===== src/rtl/div_check_mult_8x8_if.sv =====
// div_check_mult_8x8_if: operand/result handshake bundle for the dividend reconstructor.
interface div_check_mult_8x8_if;
    logic        in_valid;
    logic        in_ready;
    logic [7:0]  q;
    logic [7:0]  d;
    logic [7:0]  r;
    logic        out_valid;
    logic        out_ready;
    logic [15:0] n;
    logic        rem_err;
    logic        div_zero;
    modport master (output in_valid, q, d, r, out_ready,
                    input  in_ready, out_valid, n, rem_err, div_zero);
    modport slave  (input  in_valid, q, d, r, out_ready,
                    output in_ready, out_valid, n, rem_err, div_zero);
endinterface


===== src/rtl/div_check_mult_8x8.sv =====
// div_check_mult_8x8: sequential shift-add reconstruction n = q*d + r, one quotient bit per cycle,
// with optional OR-combined low columns that never carry into bit APPROX_LSB.
module div_check_mult_8x8 #(
    parameter int APPROX_LSB = 0
) (
    input logic                 clk,
    input logic                 rst_n,
    div_check_mult_8x8_if.slave io
);
    typedef enum logic [1:0] {IDLE, BUSY, DONE} state_t;
    localparam logic [15:0] LOW_MASK = 16'((32'd1 << APPROX_LSB) - 32'd1);
    state_t      state_q, state_d;
    logic [7:0]  qr_q, qr_d, dr_q, dr_d;
    logic [15:0] acc_q, acc_d, n_q, n_d;
    logic [2:0]  cnt_q, cnt_d;
    logic        rem_err_q, rem_err_d, div_zero_q, div_zero_d;
    logic [15:0] addend, sum;
    always_comb begin
        addend = qr_q[cnt_q] ? ({8'h00, dr_q} << cnt_q) : 16'h0000;
        // high columns are added with their low bits zeroed, so no carry can enter from below
        sum = ((acc_q | addend) & LOW_MASK)
            | (((acc_q & ~LOW_MASK) + (addend & ~LOW_MASK)) & ~LOW_MASK);
    end
    always_comb begin
        state_d    = state_q;
        qr_d       = qr_q;
        dr_d       = dr_q;
        acc_d      = acc_q;
        n_d        = n_q;
        cnt_d      = cnt_q;
        rem_err_d  = rem_err_q;
        div_zero_d = div_zero_q;
        case (state_q)
            IDLE: if (io.in_valid) begin
                qr_d       = io.q;
                dr_d       = io.d;
                acc_d      = {8'h00, io.r};
                cnt_d      = 3'd0;
                rem_err_d  = io.r >= io.d;
                div_zero_d = io.d == 8'd0;
                state_d    = BUSY;
            end
            BUSY: begin
                acc_d = sum;
                cnt_d = cnt_q + 3'd1;
                if (cnt_q == 3'd7) begin
                    n_d     = sum;
                    state_d = DONE;
                end
            end
            DONE: if (io.out_ready) state_d = IDLE;
            default: state_d = IDLE;
        endcase
    end
    always_ff @(posedge clk) begin
        if (!rst_n) begin
            state_q    <= IDLE;
            qr_q       <= 8'd0;
            dr_q       <= 8'd0;
            acc_q      <= 16'd0;
            n_q        <= 16'd0;
            cnt_q      <= 3'd0;
            rem_err_q  <= 1'b0;
            div_zero_q <= 1'b0;
        end else begin
            state_q    <= state_d;
            qr_q       <= qr_d;
            dr_q       <= dr_d;
            acc_q      <= acc_d;
            n_q        <= n_d;
            cnt_q      <= cnt_d;
            rem_err_q  <= rem_err_d;
            div_zero_q <= div_zero_d;
        end
    end
    assign io.in_ready  = state_q == IDLE;
    assign io.out_valid = state_q == DONE;
    assign io.n         = n_q;
    assign io.rem_err   = rem_err_q;
    assign io.div_zero  = div_zero_q;
endmodule


===== src/flat_wrapper.sv =====
// flat-port wrapper written by rule: the top's interface ports become plain ports
module div_check_mult_8x8_flat 
#(
    parameter int APPROX_LSB = 0
)
  (clk, rst_n, io_in_valid, io_q, io_d, io_r, io_out_ready, io_in_ready, io_out_valid, io_n, io_rem_err, io_div_zero);
  div_check_mult_8x8_if io_i ();
  input logic clk;
  input logic rst_n;
  input wire logic [$bits(io_i.in_valid)-1:0] io_in_valid;
  input wire logic [$bits(io_i.q)-1:0] io_q;
  input wire logic [$bits(io_i.d)-1:0] io_d;
  input wire logic [$bits(io_i.r)-1:0] io_r;
  input wire logic [$bits(io_i.out_ready)-1:0] io_out_ready;
  output wire logic [$bits(io_i.in_ready)-1:0] io_in_ready;
  output wire logic [$bits(io_i.out_valid)-1:0] io_out_valid;
  output wire logic [$bits(io_i.n)-1:0] io_n;
  output wire logic [$bits(io_i.rem_err)-1:0] io_rem_err;
  output wire logic [$bits(io_i.div_zero)-1:0] io_div_zero;
  assign io_i.in_valid = io_in_valid;
  assign io_i.q = io_q;
  assign io_i.d = io_d;
  assign io_i.r = io_r;
  assign io_i.out_ready = io_out_ready;
  assign io_in_ready = io_i.in_ready;
  assign io_out_valid = io_i.out_valid;
  assign io_n = io_i.n;
  assign io_rem_err = io_i.rem_err;
  assign io_div_zero = io_i.div_zero;
  div_check_mult_8x8 #(.APPROX_LSB(APPROX_LSB)) u_core (.clk(clk), .rst_n(rst_n), .io(io_i));
endmodule

===== config.mk =====
export PLATFORM = sky130hd
export DESIGN_NAME = div_check_mult_8x8_flat
export DESIGN_NICKNAME = d
export VERILOG_FILES = /design/src/rtl/div_check_mult_8x8_if.sv /design/src/rtl/div_check_mult_8x8.sv /design/src/flat_wrapper.sv
export SDC_FILE = /design/constraint.sdc
export NUM_CORES = 1
export LEC_CHECK = 0
export CAP_MARGIN = 0
export CORE_MARGIN = 5
export CORE_UTILIZATION = 45
export DETAILED_ROUTE_END_ITERATION = 8
export PLACE_DENSITY = 0.68
export SYNTH_ARGS = -nofsm -noshare
export SYNTH_HDL_FRONTEND = slang
export SYNTH_SLANG_ARGS = --single-unit

===== constraint.sdc =====
create_clock -name clk -period 7.6 [get_ports clk]
set_clock_uncertainty 0.1 [all_clocks]
set_input_delay 1.52 -clock clk [delete_from_list [all_inputs] [get_ports clk]]
set_output_delay 1.52 -clock clk [all_outputs]
set_load 0.01 [all_outputs]

==> impl_results.md, run 1 <==
* Fmax at 260.0 MHz
* Max cap viols at 0
* Share of cells above drive strength 1 at 4.435%
* Maximum vdd drop at 0.09255 mV
* DP Cell Count at 587
* Antenna Cells at 0
* Setup TNS Final at 0 ps
* DIE HEIGHT at 96.95 um
* Clock slew at reported path FFs at 110 ps
* Cts bufs inserted at 5
* DRC Markers at 0
* Clk pwr share at 29.3%
* Sinks on Clock Net at 55
* Sequential share of the synthesized area at 32.36%
* Net Switching at 0.1731 mW
* Pin count of the biggest net entering global routing at 29
* Initial antenna violation count at 0
* Startpoint Class: flop
* # Post-CTS Setup Buffers at 0
* DR pass1 iterations at 5
* Internal power at 0.4098 mW
* Starting DRC count in detailed routing at 190
* IO Port Bufs at 47
* Setup ws final at 3754 ps
* Setup crit end kind: flop
* Outcome: complete, no violations
* Full die area at 9399 um2
* Via/cell ratio at 5.476
* CTS root buffer: clkbuf_8
* Mapped cell area at 3402 um2
* Number of synthesized flops with an enable pin at 0
* Initial Utilization at 46.65%
* Final Hold Viols at 0
* Core box area at 7292 um2
* Net Sw Frac at 29.70%
* Final setup fails at 0
* Post-synthesis cell type count at 49
* Post-synthesis instance total at 462
* Cts hold-fix bufs at 0
* Post_cts resized at 0
* Place WS at 3620 ps
* Pwr/cell area at 145.0 nW/um2
* Post-route cell area at 4020 um2
* Post-route clock period utilization at 50.61%
* H-tree depth at 2
* Total grt overflow at 0
* Async SR Flop Fraction at 0%
* Placer Congestion at 0.9940
* CP required at 7690 ps
* First-pass GRT wire length at 14410 um
* Crit path DAT at 3930 ps
* Vias in the first global route at 3020
* Max-Slew Margin vs Limit at 45.20%
* Hpwl dp at 6683 um
* Max FO, Critical Path at 19
* Die Wd at 96.95 um
* Syn_area_per_cell at 7.364 um2
* RSZ-0062 raised after global routing: no
* Synth Warn # at 0
* Dpl cell area at 3926 um2
* Clk buf depth at 2
* Clk_lat worst skew at 310 ps
* CTS tree: done
* Routed WL at 8703 um
* Hold Path Class: flop to flop
* Sequential share of power at 53.1%
* FF+latch count, synth at 55
* Slew @ Worst Pin at 820.0 ps
* Gate power share at 17.6%
* IO Count at 48
* Slew Limit Fails at 0
* WS Path Type: flop to flop
* Routed Antenna Nets at 0
* Min Clock Period, post-route at 3846 ps
* Most used DFF post-synth: dfxtp_1
* Net count, final at 549
* Vias at 3258
* Static Leak at 1.544 nW
* Non-Filler Instances at 595
* GRT Overall Usage at 17.93%
* Syn nets at 516
* Num rows at 31
* Synth-to-Final Area Change at 18.17%
* Wirelength per Cell at 14.63 um
==> Yosys cell counts (all sizes together) (2+ instances only) <==
library cell | count | area [um2]
nand2 | 93 | 351.6
a21oi | 61 | 305.3
dfxtp | 55 | 1101
nor2 | 44 | 165.2
ha | 25 | 312.8
nand3 | 22 | 115.1
clkbuf | 17 | 63.81
inv | 17 | 63.81
o21ai | 17 | 85.08
or3 | 9 | 57.56
buf | 8 | 36.29
nor3 | 8 | 40.04
xnor2 | 7 | 61.31
a211oi | 6 | 50.05
a31oi | 5 | 31.28
and2 | 5 | 31.28
and3 | 5 | 31.28
mux2i | 4 | 40.04
nand2b | 4 | 25.02
nand4 | 4 | 25.02
nor2b | 4 | 25.02
o211ai | 4 | 30.03
a21o | 3 | 22.52
a311oi | 3 | 26.28
mux2 | 3 | 33.78
nor4 | 3 | 18.77
xor2 | 3 | 26.28
a2111oi | 2 | 17.52
a22oi | 2 | 15.01
mux4 | 2 | 45.04
o2111ai | 2 | 17.52
o21bai | 2 | 15.01
o22a | 2 | 17.52
o22ai | 2 | 12.51
==> final cells by class <==
type | count | area, um2
sequential | 55 | 1101
inverter | 17 | 63.81
multi-input combinational | 365 | 2137
clock buffer | 5 | 68.82
timing repair buffer | 51 | 500.5
clock inverter | 3 | 25.02
fill | 704 | 3272
tap | 99 | 123.9
==> flip-flops by register name, summed over array words and instances, names as in the netlist <==
name / flops
u_core.dr_q: 8
u_core.acc_q: 16
u_core.io.rem_err: 1
u_core.io.div_zero: 1
u_core.state_q: 2
u_core.cnt_q: 3
u_core.io.n: 16
u_core.qr_q: 8
==> path summary, 6_finish.rpt <==
check                                     start              end  slack (ps)  cells after the start
worst max register to register  u_core.cnt_q[0]  u_core.io.n[15]        3750                     11
worst min register to register  u_core.io.n[15]  u_core.io.n[15]         360                      2
worst min-delay path            u_core.io.n[15]  u_core.io.n[15]         360                      2
worst max-delay path            u_core.cnt_q[0]  u_core.io.n[15]        3750                     11
==> power by group through the flow <==
| stage | clock (mW) | sequential, mW | combinational (mW) |
|---|---|---|---|
| after CTS | 0.175 | 0.310 | 0.102 |
| final | 0.171 | 0.310 | 0.102 |
| after global placement | 0 | 0.316 | 0.101 |
| after floorplan | 0 | 0.311 | 0.0681 |
| after global routing | 0.186 | 0.311 | 0.114 |
| after detailed placement | 0 | 0.316 | 0.102 |
==> cells in the final DEF (no fill, tap or decap), drive strengths merged, types with 4 or more instances in the layout <==
cell type | netlist | final
or3 | 9 | 9
clkbuf | 17 | 5
clkdlybuf4s50 | 0 | 47
nor2 | 44 | 44
ha | 25 | 25
nand4 | 4 | 4
nand2b | 4 | 4
buf | 8 | 4
dfxtp | 55 | 55
nor2b | 4 | 4
nand2 | 93 | 93
xnor2 | 7 | 7
o211ai | 4 | 4
nand3 | 22 | 22
and3 | 5 | 5
a31oi | 5 | 5
mux2i | 4 | 4
o21ai | 17 | 17
and2 | 5 | 5
a211oi | 6 | 6
nor3 | 8 | 8
a21oi | 61 | 61
inv | 17 | 17
==> per-layer routing <==
layer | GRT usage (%) | vias up | wire (um)
met1 | 23.48 | 1472 | 4026
met4 | 3.672 | 0 | 72
met2 | 31.00 | 96 | 4121
li1 | - | 1685 | -
met5 | 0 | - | 0
met3 | 2.950 | 5 | 482
==> cell families after synthesis <==
family          Yosys count  synth area share (%)
xor+xnor                 10                 2.575
flops                    55                 32.36
buf+inv                  42                 4.818
fa+ha+maj                26                 9.783
simple gates            205                 26.96
compound gates          115                 20.01
mux                       9                 3.494
==> metrics by stage <==
step | hold slack (ps) | total power, mW | utilization [%]
2_1_floorplan | 322.1 | 0.3788 | -
3_3_place_gp | 344.7 | 0.4166 | 53.84
3_5_place_dp | 340.5 | 0.4178 | 53.84
4_1_cts | 356.1 | 0.5868 | 55.13
5_1_grt | 371.1 | 0.6108 | 55.13
6_report | 357.8 | 0.5829 | 55.13
==> worst max-delay path, stage by stage, from the launching register on <==
cell     delay [ps]
dfxtp_1         740
mux4_2          570
nand2_1         160
and2_1          270
nor2_1          110
ha_1            380
a21oi_1         400
o22ai_1         150
o22a_1          260
or3_2           410
nand3_1          90
a21oi_1          70
(Power assumes the default switching activity.)
==> run 2: changes to the inputs <==
==> constraint.sdc (replaced) <==
create_clock -name clk -period 3.95 [get_ports clk]
set_clock_uncertainty 0.1 [all_clocks]
set_input_delay 0.79 -clock clk [delete_from_list [all_inputs] [get_ports clk]]
set_output_delay 0.79 -clock clk [all_outputs]
set_load 0.01 [all_outputs]
==> run 2 against run 1 <==
Net effect:
- first-iteration DRC count is 0.53% higher
- die area did not move
- non-clock buffer count grew 3
- critical endpoint unchanged
- via count up 2.1%
- critical path type unchanged
==> impl_results.md, run 2 (synthesized netlist as in run 1, its figures left out) <==
* Outcome: complete, no violations (unchanged)
* Setup crit end kind: flop (unchanged)
* Vias at 3327 (was 3258)
* Most frequent cells in the layout: nand2_1 (92), a21oi_1 (61), dfxtp_1 (54), clkdlybuf4s50_1 (47), nor2_1 (44) (was nand2_1 (92), a21oi_1 (61), dfxtp_1 (55), clkdlybuf4s50_1 (47), nor2_1 (44))
* DRC Markers at 0 (unchanged)
* Placer Congestion at 0.9314 (was 0.9940)
* Final setup fails at 0 (unchanged)
* Pwr/cell area at 293.4 nW/um2 (was 145.0 nW/um2)
* Critical path's top delay family: simple AND/OR/NAND/NOR gates (unchanged)
* CP Buf/Inv Count at 0 (unchanged)
* Slew @ Worst Pin at 808.3 ps (was 820.0 ps)
* Max cap viols at 0 (unchanged)
* Clock slew at reported path FFs at 110 ps (about the same)
* CTS tree: done (unchanged)
* IO Count at 48 (unchanged)
* Fin util at 55.77% (was 55.13%)
* Setup ws final at 384.7 ps (was 3754 ps)
* Final Hold Viols at 0 (unchanged)
* Vias in the first global route at 3121 (was 3020)
* Setup TNS Final at 0 ps (unchanged)
* Max FO, Critical Path at 7 (was 19)
* Starting DRC count in detailed routing at 191 (was 190)
* Most common cell after layout, fill and taps aside: nand2_1 (unchanged)
* Via/cell ratio at 5.564 (was 5.476)
* Total grt overflow at 0 (unchanged)
* Worst min-delay path endpoint: u_core.io.n[13] (was u_core.io.n[15])
* Synth-to-Final Area Change at 19.53% (was 18.17%)
* Fmax at 280.5 MHz (was 260.0 MHz)
* Crit path from: u_core.cnt_q[0] (unchanged)
* CP required at 4040 ps (was 7690 ps)
* Max-Slew Margin vs Limit at 45.70% (was 45.20%)
* First-pass GRT wire length at 15110 um (was 14410 um)
* Clk buf depth at 2 (unchanged)
* Min Clock Period, post-route at 3565 ps (was 3846 ps)
* H-tree depth at 2 (unchanged)
* Worst path max stage delay at 550 ps (was 740 ps)
* Initial Utilization at 46.65% (unchanged)
* Net count, final at 552 (was 549)
* Die Wd at 96.95 um (unchanged)
* Worst reg-to-reg path cell count at 11 (unchanged)
* Most used cell, CP: a21oi_1 (unchanged)
* Crit path DAT at 3660 ps (was 3930 ps)
* Maximum vdd drop at 0.1817 mV (was 0.09255 mV)
* Cts bufs inserted at 5 (unchanged)
* R2R Path Start: u_core.cnt_q[0] (unchanged)
* WS Path Type: flop to flop (unchanged)
* Core box area at 7292 um2 (unchanged)
* Crit-path cells: mux4_2 -> nand2_1 -> and2_1 -> nor2_1 -> ha_1 -> a21oi_1 -> o22ai_1 -> o22a_1 -> or3_2 -> nand3_1 -> a21oi_1 (unchanged)
* Worst path slowest cell: mux4_2 (was dfxtp_1)
* Clk_lat worst skew at 320 ps (was 310 ps)
* IO Port Bufs at 47 (unchanged)
* Full die area at 9399 um2 (unchanged)
* Worst R2R End: u_core.io.n[15] (unchanged)
* Antenna Cells at 0 (unchanged)
* Hold Path Depth at 2 (unchanged)
* Pin count of the biggest net entering global routing at 42 (was 29)
* FILL cells at 742 (was 704)
* Hold Path Class: flop to flop (unchanged)
* Startpoint Class: flop (unchanged)
* Slew Limit Fails at 0 (unchanged)
* Hold_sp: u_core.io.n[13] (was u_core.io.n[15])
* Place WS at 325.8 ps (was 3620 ps)
* RSZ-0062 raised after global routing: no (unchanged)
* Wirelength per Cell at 14.95 um (was 14.63 um)
* Num rows at 31 (unchanged)
* Routed WL at 8942 um (was 8703 um)
* Routed Antenna Nets at 0 (unchanged)
* CTS root buffer: clkbuf_8 (unchanged)
* DR pass1 iterations at 5 (unchanged)
* Setup slack of the most critical reg-to-reg path at 380 ps (was 3750 ps)
* Static Leak at 1.573 nW (was 1.544 nW)
* Share of cells above drive strength 1 at 5.210% (was 4.435%)
* Sinks on Clock Net at 55 (unchanged)
* Hpwl dp at 6832 um (was 6683 um)
* GRT Overall Usage at 19.05% (was 17.93%)
* DIE HEIGHT at 96.95 um (unchanged)
* Initial antenna violation count at 0 (unchanged)
* Post-route clock period utilization at 90.26% (was 50.61%)
## run 2: cell count changes in the layout (fill, tap and decap cells not counted)
cell	before	now
inv_6	0	1
dfxtp_1	55	54
dfxtp_2	0	1
clkinvlp_4	1	0
bufinv_16	0	1
buf_4	4	7
clkinv_4	2	1
## run 2: worst reg2reg max path, cell delays in order (launching register included)
cell	delay [ps]
dfxtp_1	500
mux4_2	550
nand2_1	160
and2_1	270
nor2_1	100
ha_1	380
a21oi_1	400
o22ai_1	150
o22a_1	260
or3_2	410
nand3_1	90
a21oi_1	70
## run 2: repair_timing
item | in CTS | in global routing
setup buffers | 0 | 0
resized for setup | 0 | 1
hold buffers | 0 | 0
endpoints found under the setup margin | 0 | 1
## run 2: worst max-delay path by stage
stage,slack (ps),endpoint,cells past startpoint
after CTS,320,u_core.io.n[15],11
final,380,u_core.io.n[15],11
after detailed placement,330,u_core.io.n[15],11
after floorplan,640,u_core.io.n[15],13
after global placement,420,u_core.acc_q[11],11
after global routing,150,u_core.io.n[15],11
## run 2: metal layers
metal	track usage (%)	part of all wire, %
met3	3.597	5.2
met2	33.07	47
met5	0	0
met1	24.63	46
met4	3.780	1.8
## run 2: report_power, final
part | internal (mW) | leakage [nW] | switching, mW
combinational | 0.0877 | 1.07 | 0.116
clock | 0.193 | 0.0587 | 0.204
sequential | 0.575 | 0.448 | 0.0180
total | 0.856 | 1.57 | 0.338
## run 2: final cells by class
cell class,count,area [um2],share of cell area [%]
Clock inverter,3,47.55,1.169
Tap cell,99,123.9,3.046
Sequential cell,55,1102,27.11
Timing Repair Buffer,54,523.0,12.86
Multi-Input combinational cell,365,2137,52.55
Inverter,17,63.81,1.569
Clock buffer,5,68.82,1.692
## run 2: per-stage QoR
| step | power (mW) | cell area, um2 | instances | hold slack, ps |
|---|---|---|---|---|
| floorplan | 0.7289 | 3402 | 462 | 322.1 |
| global route | 1.256 | 4066 | 598 | 380.1 |
| detailed placement | 0.8082 | 3949 | 590 | 346.4 |
| finish | 1.193 | 4066 | 598 | 360.3 |
| CTS | 1.204 | 4065 | 598 | 361.6 |
| global placement | 0.8049 | 3949 | 590 | 343.5 |
